<file path="src/rtl/swap_data_memory_pkg.sv">
// Shared definitions for swap_data_memory: request op encoding and FSM states.
// SWAPMEM_CLEAR_EN adds the post-reset CLEAR sweep state.
package swap_mem_pkg;

  localparam logic [1:0] OP_READ  = 2'b00;
  localparam logic [1:0] OP_WRITE = 2'b01;
  localparam logic [1:0] OP_CSWAP = 2'b10;
  localparam logic [1:0] OP_RSVD  = 2'b11;

  typedef enum logic [2:0] {
    IDLE,
    RD0,
    RD1,
    WR0,
    WR1,
`ifdef SWAPMEM_CLEAR_EN
    CLEAR,
`endif
    RESP
  } state_t;

endpackage

</file>
<file path="src/rtl/swap_data_memory_if.sv">
// Request/response bus of swap_data_memory; master = sort controller, slave = memory.
interface swap_data_memory_if #(
  parameter int DATA_W = 8,
  parameter int ADDR_W = 5
);
  logic              ReqValid;
  logic              ReqReady;
  logic [1:0]        ReqOp;
  logic [ADDR_W-1:0] Address;
  logic [DATA_W-1:0] WriteData;
  logic              RspValid;
  logic [DATA_W-1:0] ReadData;
  logic              Swapped;
  logic              Error;

  modport master (
    output ReqValid, ReqOp, Address, WriteData,
    input  ReqReady, RspValid, ReadData, Swapped, Error
  );

  modport slave (
    input  ReqValid, ReqOp, Address, WriteData,
    output ReqReady, RspValid, ReadData, Swapped, Error
  );
endinterface

</file>
<file path="src/rtl/swap_mem_array.sv">
// DEPTH x DATA_W storage: one synchronous write port, one registered read port.
module swap_mem_array #(
  parameter int    DATA_W    = 8,
  parameter int    DEPTH     = 32,
  parameter int    ADDR_W    = $clog2(DEPTH),
  parameter string INIT_FILE = ""
) (
  input  logic              Clk,
  input  logic              i_wrEn,
  input  logic [ADDR_W-1:0] i_wrAddr,
  input  logic [DATA_W-1:0] i_wrData,
  input  logic              i_rdEn,
  input  logic [ADDR_W-1:0] i_rdAddr,
  output logic [DATA_W-1:0] o_rdData
);

  logic [DATA_W-1:0] r_mem [DEPTH];
  logic [DATA_W-1:0] r_rdData;

  always_ff @(posedge Clk) begin
    if (i_wrEn) r_mem[i_wrAddr] <= i_wrData;
    if (i_rdEn) r_rdData <= r_mem[i_rdAddr];
  end

  assign o_rdData = r_rdData;

endmodule

</file>
<file path="src/rtl/swap_data_memory.sv">
// Single-port data memory with READ, WRITE and atomic compare-and-swap of A/A+1.
// Define SWAPMEM_CLEAR_EN to zero every entry in a CLEAR sweep after reset.
module swap_data_memory
  import swap_mem_pkg::*;
#(
  parameter int    DATA_W     = 8,
  parameter int    DEPTH      = 32,
  parameter int    ADDR_W     = $clog2(DEPTH),
  parameter bit    SIGNED_CMP = 1'b0,
  parameter string INIT_FILE  = ""
) (
  input  logic               Clk,
  input  logic               Rst_n,
  swap_data_memory_if.slave  bus
);

  localparam logic [ADDR_W:0]   DEPTH_EXT = DEPTH[ADDR_W:0];
  localparam logic [ADDR_W-1:0] LAST_ADDR = ADDR_W'(DEPTH - 1);

  state_t            r_state;
  state_t            w_nextState;
  logic [1:0]        r_op;
  logic [ADDR_W-1:0] r_addr;
  logic              r_err;
  logic              r_swapped;
  logic [DATA_W-1:0] r_rA;
  logic [DATA_W-1:0] r_rB;
  logic [DATA_W-1:0] r_readData;
`ifdef SWAPMEM_CLEAR_EN
  logic [ADDR_W-1:0] r_clrIdx;
`endif

  logic              w_accept;
  logic              w_reqErr;
  logic              w_gt;
  logic [ADDR_W-1:0] w_addrPlus1;
  logic              w_wrEn;
  logic [ADDR_W-1:0] w_wrAddr;
  logic [DATA_W-1:0] w_wrData;
  logic              w_rdEn;
  logic [ADDR_W-1:0] w_rdAddr;
  logic [DATA_W-1:0] w_rdData;

  swap_mem_array #(
    .DATA_W    (DATA_W),
    .DEPTH     (DEPTH),
    .ADDR_W    (ADDR_W),
    .INIT_FILE (INIT_FILE)
  ) u_array (
    .Clk      (Clk),
    .i_wrEn   (w_wrEn),
    .i_wrAddr (w_wrAddr),
    .i_wrData (w_wrData),
    .i_rdEn   (w_rdEn),
    .i_rdAddr (w_rdAddr),
    .o_rdData (w_rdData)
  );

  assign bus.ReqReady = (r_state == IDLE) && Rst_n;
  assign w_accept     = bus.ReqValid && bus.ReqReady;
  assign w_addrPlus1  = r_addr + ADDR_W'(1);

  // No wrap-around: a CSWAP at the last entry has no partner and is rejected.
  assign w_reqErr = (bus.ReqOp == OP_RSVD) ||
                    ({1'b0, bus.Address} >= DEPTH_EXT) ||
                    ((bus.ReqOp == OP_CSWAP) && (bus.Address == LAST_ADDR));

  // In RD1 the array output holds mem[A+1]; equal values never swap.
  assign w_gt = SIGNED_CMP ? ($signed(r_rA) > $signed(w_rdData)) : (r_rA > w_rdData);

  assign bus.RspValid = (r_state == RESP);
  assign bus.Swapped  = (r_state == RESP) && r_swapped;
  assign bus.Error    = (r_state == RESP) && r_err;
  assign bus.ReadData = ((r_state == RESP) && (r_op == OP_READ) && !r_err) ? w_rdData : r_readData;

  always_comb begin
    w_nextState = r_state;
    w_wrEn      = 1'b0;
    w_wrAddr    = r_addr;
    w_wrData    = r_rB;
    w_rdEn      = 1'b0;
    w_rdAddr    = bus.Address;
    case (r_state)
      IDLE: begin
        if (w_accept) begin
          if (w_reqErr) begin
            w_nextState = RESP;
          end else begin
            case (bus.ReqOp)
              OP_READ: begin
                w_rdEn      = 1'b1;
                w_nextState = RESP;
              end
              OP_WRITE: begin
                w_wrEn      = 1'b1;
                w_wrAddr    = bus.Address;
                w_wrData    = bus.WriteData;
                w_nextState = RESP;
              end
              default: begin
                w_rdEn      = 1'b1;
                w_nextState = RD0;
              end
            endcase
          end
        end
      end
      RD0: begin
        w_rdEn      = 1'b1;
        w_rdAddr    = w_addrPlus1;
        w_nextState = RD1;
      end
      RD1: w_nextState = w_gt ? WR0 : RESP;
      WR0: begin
        w_wrEn      = 1'b1;
        w_nextState = WR1;
      end
      WR1: begin
        w_wrEn      = 1'b1;
        w_wrAddr    = w_addrPlus1;
        w_wrData    = r_rA;
        w_nextState = RESP;
      end
      RESP: w_nextState = IDLE;
`ifdef SWAPMEM_CLEAR_EN
      CLEAR: begin
        w_wrEn   = 1'b1;
        w_wrAddr = r_clrIdx;
        w_wrData = '0;
        if (r_clrIdx == LAST_ADDR) w_nextState = IDLE;
      end
`endif
      default: w_nextState = IDLE;
    endcase
    // A reset edge aborts any write in flight; there is no rollback of earlier ones.
    if (!Rst_n) w_wrEn = 1'b0;
  end

  always_ff @(posedge Clk) begin
    if (!Rst_n) begin
`ifdef SWAPMEM_CLEAR_EN
      r_state  <= CLEAR;
      r_clrIdx <= '0;
`else
      r_state  <= IDLE;
`endif
      r_op       <= OP_READ;
      r_addr     <= '0;
      r_err      <= 1'b0;
      r_swapped  <= 1'b0;
      r_rA       <= '0;
      r_rB       <= '0;
      r_readData <= '0;
    end else begin
      r_state <= w_nextState;
      case (r_state)
        IDLE: begin
          if (w_accept) begin
            r_op      <= bus.ReqOp;
            r_addr    <= bus.Address;
            r_err     <= w_reqErr;
            r_swapped <= 1'b0;
          end
        end
        RD0: r_rA <= w_rdData;
        RD1: begin
          r_rB      <= w_rdData;
          r_swapped <= w_gt;
        end
        RESP: begin
          if ((r_op == OP_READ) && !r_err) r_readData <= w_rdData;
        end
`ifdef SWAPMEM_CLEAR_EN
        CLEAR: r_clrIdx <= r_clrIdx + ADDR_W'(1);
`endif
        default: ;
      endcase
    end
  end

endmodule

</file>
<file path="src/flat_wrapper.sv">
// flat-port wrapper written by rule: the top's interface ports become plain ports
module swap_data_memory_flat import swap_mem_pkg::*;
#(
  parameter int    DATA_W     = 8,
  parameter int    DEPTH      = 32,
  parameter int    ADDR_W     = $clog2(DEPTH),
  parameter bit    SIGNED_CMP = 1'b0,
  parameter string INIT_FILE  = ""
)
  (Clk, Rst_n, bus_ReqValid, bus_ReqOp, bus_Address, bus_WriteData, bus_ReqReady, bus_RspValid, bus_ReadData, bus_Swapped, bus_Error);
  swap_data_memory_if #(.DATA_W(DATA_W), .ADDR_W(ADDR_W)) bus_i ();
  input  logic Clk;
  input  logic Rst_n;
  input wire logic [$bits(bus_i.ReqValid)-1:0] bus_ReqValid;
  input wire logic [$bits(bus_i.ReqOp)-1:0] bus_ReqOp;
  input wire logic [$bits(bus_i.Address)-1:0] bus_Address;
  input wire logic [$bits(bus_i.WriteData)-1:0] bus_WriteData;
  output wire logic [$bits(bus_i.ReqReady)-1:0] bus_ReqReady;
  output wire logic [$bits(bus_i.RspValid)-1:0] bus_RspValid;
  output wire logic [$bits(bus_i.ReadData)-1:0] bus_ReadData;
  output wire logic [$bits(bus_i.Swapped)-1:0] bus_Swapped;
  output wire logic [$bits(bus_i.Error)-1:0] bus_Error;
  assign bus_i.ReqValid = bus_ReqValid;
  assign bus_i.ReqOp = bus_ReqOp;
  assign bus_i.Address = bus_Address;
  assign bus_i.WriteData = bus_WriteData;
  assign bus_ReqReady = bus_i.ReqReady;
  assign bus_RspValid = bus_i.RspValid;
  assign bus_ReadData = bus_i.ReadData;
  assign bus_Swapped = bus_i.Swapped;
  assign bus_Error = bus_i.Error;
  swap_data_memory #(.DATA_W(DATA_W), .DEPTH(DEPTH), .ADDR_W(ADDR_W), .SIGNED_CMP(SIGNED_CMP), .INIT_FILE(INIT_FILE)) u_core (.Clk(Clk), .Rst_n(Rst_n), .bus(bus_i));
endmodule
</file>
<file path="config.mk">
export PLATFORM = sky130hd
export DESIGN_NAME = swap_data_memory_flat
export DESIGN_NICKNAME = d
export VERILOG_FILES = /design/src/rtl/swap_data_memory_pkg.sv /design/src/rtl/swap_data_memory_if.sv /design/src/rtl/swap_mem_array.sv /design/src/rtl/swap_data_memory.sv /design/src/flat_wrapper.sv
export SDC_FILE = /design/constraint.sdc
export NUM_CORES = 1
export LEC_CHECK = 0
export ABC_CLOCK_PERIOD_IN_PS = 4340
export BUFFER_PORTS_ARGS = -buffer_cell sky130_fd_sc_hd__buf_2
export CAP_MARGIN = 20
export CORE_MARGIN = 5
export CORE_UTILIZATION = 55
export CTS_CLUSTER_DIAMETER = 100
export CTS_CLUSTER_SIZE = 28
export DETAILED_ROUTE_END_ITERATION = 7
export PLACE_DENSITY = 0.78
export SYNTH_ARGS = -nofsm -noshare
export SYNTH_HDL_FRONTEND = slang
export SYNTH_SLANG_ARGS = --single-unit
</file>
<file path="constraint.sdc">
create_clock -name Clk -period 4.34 [get_ports Clk]
set_input_delay 0.217 -clock Clk [delete_from_list [all_inputs] [get_ports Clk]]
set_output_delay 0.217 -clock Clk [all_outputs]
set_load 0.02 [all_outputs]
</file>
Word-level counts from Yosys, hierarchy flattened
Memory sizes are Yosys's and may differ from the RTL's. A register that Yosys moved wholly into a read port is not among the register bits.
Index checks and enable logic that the tools add are counted.
Cells by class
  $add $sub $neg: 1
  $lt $le $gt $ge: 1
  eq/ne operators: 10
  multiplexer cells: 28
  reductions and logical operators: 19
Operator list (count)
  8-bit two-way mux: 4
  5-bit two-way mux: 4
  8-bit one-hot mux with 2 select lines: 1
  3-bit one-hot mux with 5 select lines: 1
  3-bit two-way mux: 4
  1-bit two-way mux: 10
  5-bit one-hot mux with 2 select lines: 1
  8-bit greater-than comparator: 1
  1-bit logical AND: 8
  3-bit by 2-bit == test with 1-bit output (second input constant): 2
  3-bit == test (second input constant): 2
  1-bit one-hot mux with 2 select lines: 3
  2-bit AND reduction: 3
  5-bit by 1-bit adder with 5-bit output (second input constant): 1
  5-bit == test (second input constant): 1
  2-bit == test (second input constant): 2
  2-bit logical NOT: 2
  2-bit OR reduction: 2
  3-bit by 1-bit == test with 1-bit output (second input constant): 1
  3-bit logical NOT: 1
  2-bit by 1-bit == test with 1-bit output (second input constant): 1
  2-bit by 1-bit inequality test with 1-bit output (second input constant): 1
  2-bit nonzero test: 1
  1-bit logical NOT: 1
  1-bit logical OR: 1
Storage, ports and cells
  flip-flop bits (word level): 36
  memory bits (writable): 256
  input port bits: 18
  output and inout port bits: 12
  word-level logic and storage cells: 68
  memories: 1
Memory list
  u_core.u_array.r_mem: depth 32, width 8, read ports 1, clocked after memory_dff 1, wr ports 1, RTL line swap_mem_array.sv:17  | logic [DATA_W-1:0] r_mem [DEPTH];

Longest topological paths before layout
  depth in word-level cells: 9
  gate-level depth with buffers: 10
  gate-level depth less buffers: 8

Cells and area by module
A second synthesis with hierarchy kept.
Unflattened totals
  cells, all modules: 694
  area, all modules: 12223.0 sq um
By module, submodules not included
  swap_mem_array: instances 1, cells an instance 417, area each 10133.5 sq um, sequential area each 7927.6 sq um
  swap_data_memory: instances 1, cells an instance 277, area each 2089.5 sq um, sequential area each 720.7 sq um

Least setup slack after synthesis
Ideal clock, no wire load.
  path kind: reg-to-reg
  start: register u_core.r_state[2]
  end: memory u_core.u_array.r_mem[0][6] (data pin)
  library setup time: 0.454 ns
  arrival: 2.783 ns
  data required time: 3.886 ns
  setup slack: 1.103 ns
  cell stages (with the launch flop): 7
  buffers on the path: 2
  clock period less this slack: 3.237 ns
  path through: dfxtp_1 -> or4b_1 -> buf_2 -> nor3_4 -> buf_2 -> a22oi_1 -> o21ai_0
On the way
  longest elaborated chain between the ends: 5
  elaborated cells between the ends (all ways): 6
  classes of those cells: eq/ne: 1; mux: 2; reduce/logical: 3
Ends and longest elaborated chain
  from (decl): RTL line swap_data_memory.sv:20  | state_t r_state;
  from (signal assigned): RTL line swap_data_memory.sv:155  | r_state <= w_nextState;
  3-bit logical NOT: RTL line swap_data_memory.sv:59, swap_data_memory.sv:83
  1-bit logical AND: RTL line swap_data_memory.sv:59  | assign bus.ReqReady = (r_state == IDLE) && Rst_n;
  1-bit logical AND: RTL line swap_data_memory.sv:60  | assign w_accept = bus.ReqValid && bus.ReqReady;
  8-bit two-way mux: RTL line swap_data_memory.sv:85  | if (w_accept) begin
  8-bit one-hot mux with 2 select lines *: RTL line swap_data_memory.sv:83  | case (r_state)
  named net u_core.u_array.i_wrData[6]: RTL line swap_mem_array.sv:11  | input logic [DATA_W-1:0] i_wrData,
  to (decl): RTL line swap_mem_array.sv:17
The timed path passes the listed nets; every way through them passes the cells marked *.

Worst setup path in the final report
  start: register u_core.r_state[1]
  end: memory u_core.u_array.r_mem[2][4] (enable)
On the way
  longest elaborated chain between the ends: 8
  elaborated cells between the ends (all ways): 13
  classes of those cells: eq/ne: 2; mux: 7; reduce/logical: 4
Ends and longest elaborated chain
  3-bit logical NOT: RTL line swap_data_memory.sv:59, swap_data_memory.sv:83
  1-bit logical AND: RTL line swap_data_memory.sv:59
  1-bit logical AND: RTL line swap_data_memory.sv:60
  1-bit two-way mux: RTL line swap_data_memory.sv:85
  1-bit one-hot mux with 2 select lines: RTL line swap_data_memory.sv:83
  1-bit two-way mux: RTL line swap_data_memory.sv:136  | if (!Rst_n) w_wrEn = 1'b0;
  1-bit two-way mux: RTL line swap_mem_array.sv:21  | if (i_wrEn) r_mem[i_wrAddr] <= i_wrData;
  1-bit two-way mux (implied by the code): RTL line swap_mem_array.sv:21
Parallel ways exist; a longest one is shown, timed or not.

==> results.json <==
{
  "setup_tns_ns": 0,
  "yosys_most_used_dff": "edfxtp_1",
  "dp.cells": 1396,
  "yosysSeqAreaShare_pct": 59.34,
  "hpwl_mm": 23.64,
  "synth_most_common_cell": "edfxtp_1",
  "rows": 59,
  "antenna_found_initial": 0,
  "overflow": 0,
  "synth_fa_ha_area_share_pct": 0.7726,
  "p_int_mw": 4.356,
  "start_kind": "register",
  "synth_async_sr_flop_share_pct": 0,
  "final_cells": 1424,
  "regArea_um2": 8650,
  "clock.fmax_mhz": 270.2,
  "clk_pin_slew_ns": 0.11,
  "synth_top_area_share_pct": 54.39,
  "synthDistinctLibCells": 59,
  "rsz0062_at_grt": "no",
  "crit_type": "reg2reg",
  "setup_viol": 0,
  "clkSinkCount": 300,
  "period_share_pct": 85.27,
  "final_hold_viol_count": 0,
  "netSwitchingFraction_pct": 28.25,
  "start_util_pct": 55.93,
  "synth_top_cell_by_area": "edfxtp_1",
  "synthTopCellsByCount": "edfxtp_1, nand2_1, mux2i_1",
  "power_switching_mw": 1.715,
  "arrival_ns": 3.84,
  "drt_wl_total_mm": 36.02,
  "syn_inst": 1077,
  "clockBufferDepth": 3,
  "drtIter0Drc": 1366,
  "power_density_nw_per_um2": 388.9,
  "fp.dieW_um": 172.8,
  "routabilityCongestion": 0.9109,
  "multiInputGateArea_um2": 5605,
  "ant_nets": 0,
  "skew_ns": 0.02067,
  "critPathRequiredTime_ns": 4.48,
  "cts_buffers": 14,
  "die_h_um": 172.8,
  "synth_fp_nets": 1104,
  "seq_power_share_pct": 54.8,
  "coreArea_um2": 26060,
  "avgSynthCellArea_um2": 13.53,
  "wl_per_cell_um": 25.29,
  "drv_cap": 0,
  "grt_start_max_net_pins": 77,
  "synthMuxAreaShare_pct": 18.71,
  "drive_gt1_share_pct": 17.17,
  "clk_latency_ns": 0.50,
  "drv_slew": 0,
  "synth_top_family_by_area": "multiplexers",
  "synth_xor_area_share_pct": 0.1202,
  "maxSlewHeadroom_pct": 26.47,
  "hp-class": "in2reg",
  "grt_pass1_wl_mm": 55.55,
  "fin_nets": 1108,
  "first_global_vias": 9154,
  "dieArea_um2": 29860,
  "viasPerCell": 6.741,
  "vias": 9599,
  "synth_compound_area_share_pct": 8.181,
  "p_leak_nw": 5.174,
  "crit_path_end_kind": "register",
  "synth-simple-area-share_pct": 10.11,
  "crit_fanout": 15,
  "tightest_slew_ns": 1.099,
  "nFillCells": 1953,
  "port_buffers": 29,
  "status": "finished, final reports clean",
  "firstDrtPassIters": 6,
  "yosysWarnings": 0,
  "syn_area_um2": 14580,
  "vdd_drop_max_uv": 318.2,
  "htreeDepth": 1,
  "syn_to_final_growth_pct": 7.108,
  "cts_resized": 0,
  "route.detailed.drc": 0,
  "ctsRootBufferMaster": "clkbuf_16",
  "cts_tree": "yes",
  "synth_area_leaders": "edfxtp_1, mux4_2, mux2i_1",
  "ys_ff_latch": 300,
  "fin_crit_ns": 3.701,
  "synth-edff-count": 264,
  "diodes": 0,
  "io_pins": 30,
  "combPwrFrac_pct": 20.4,
  "pwr-share-clk_pct": 24.8,
  "globalRouteTotalUtil_pct": 23.39
}
==> power groups by stage <==
stage | logic (mW) | clock network (mW) | registers, mW
2_1_floorplan | 0.821 | 0 | 3.37
3_3_place_gp | 1.19 | 0 | 3.39
3_5_place_dp | 1.21 | 0 | 3.39
4_1_cts | 1.21 | 1.52 | 3.33
5_1_grt | 1.31 | 1.63 | 3.33
6_report | 1.24 | 1.51 | 3.33
==> registers in the layout, indices dropped and copies added (netlist names) <==
register,cells
u_core.r_addr,5
u_core.r_state,3
u_core.r_rB,8
u_core.r_readData,8
u_core.u_array.r_mem,256
u_core.u_array.o_rdData,8
u_core.r_err,1
u_core.r_op,2
u_core.r_rA,8
u_core.r_swapped,1
==> kinds of logic after synthesis <==
logic type / Yosys count
AOI/OAI and AO/OA: 170
xor gates and xnor gates: 2
adders and majority gates: 9
buffers and inverters: 96
DFF: 300
muxes: 177
and+or+nand+nor: 323
==> stage by stage <==
stage	hold slack (ns)	total power [mW]	area [um^2]	setup WS (ns)	utilization [%]
after detailed placement	0.4612	4.600	15160	0.6800	58.16
after floorplan	0.3256	4.193	14580	1.103	-
final	0.09377	6.071	15610	0.6391	59.91
after global routing	0.09744	6.282	15610	0.3968	59.91
after global placement	0.4462	4.575	15160	0.7573	58.16
after CTS	0.08361	6.056	15610	0.6665	59.91
==> final cells by class <==
type | count | share of cell area (%)
Multi-Input combinational cell | 681 | 35.91
Inverter | 16 | 0.3847
Timing Repair Buffer | 68 | 2.965
Clock buffer | 22 | 2.573
Sequential cell | 300 | 55.41
Tap cell | 335 | 2.685
Clock inverter | 2 | 0.08015
==> metal layers <==
layer  global-route usage [%]  vias to the layer above  part of all wire, %
met5                        0                        -                    0
met4                    6.649                        0                  3.1
met3                    4.083                       73                   11
met2                    34.98                      613                   44
met1                    35.77                     4708                   41
li1                         -                     4205                    -
==> worst max-delay path, cell delays in order, from the launching register on <==
cell and delay [ns]:
dfxtp_1 0.46, or4b_1 0.68, nor3_4 0.23, buf_4 0.23
mux2_2 0.35, o221ai_1 0.29, nand2_1 0.40, nor2_1 0.68
==> placed cells by master (no fill, tap or decap), drive strengths merged, types with 36 or more instances in the layout <==
cell type	n
mux2i	97
nand3	53
nand2	157
a21oi	38
buf	64
edfxtp	264
dfxtp	36
nor2	45
mux4	76
==> worst paths after layout <==
check / from / to / slack (ns) / cells past startpoint
setup / recovery: u_core.r_state[1]$_SDFFE_PN0P_ / u_core.u_array.r_mem[2][4]$_DFFE_PP_ / 0.64 / 7
hold / removal: bus_ReqValid / u_core.r_state[0]$_SDFFE_PN0P_ / 0.09 / 3
setup reg to reg: u_core.r_state[1]$_SDFFE_PN0P_ / u_core.u_array.r_mem[2][4]$_DFFE_PP_ / 0.64 / 7
hold reg to reg: u_core.r_rB[6]$_SDFFE_PN0P_ / u_core.r_rB[6]$_SDFFE_PN0P_ / 0.48 / 2
==> timing repair <==
action	in CTS	in global routing
hold buffers	4	0
hold endpoints to repair	4	0
buffers inserted	0	0
Power figures use the tool's default switching activity.
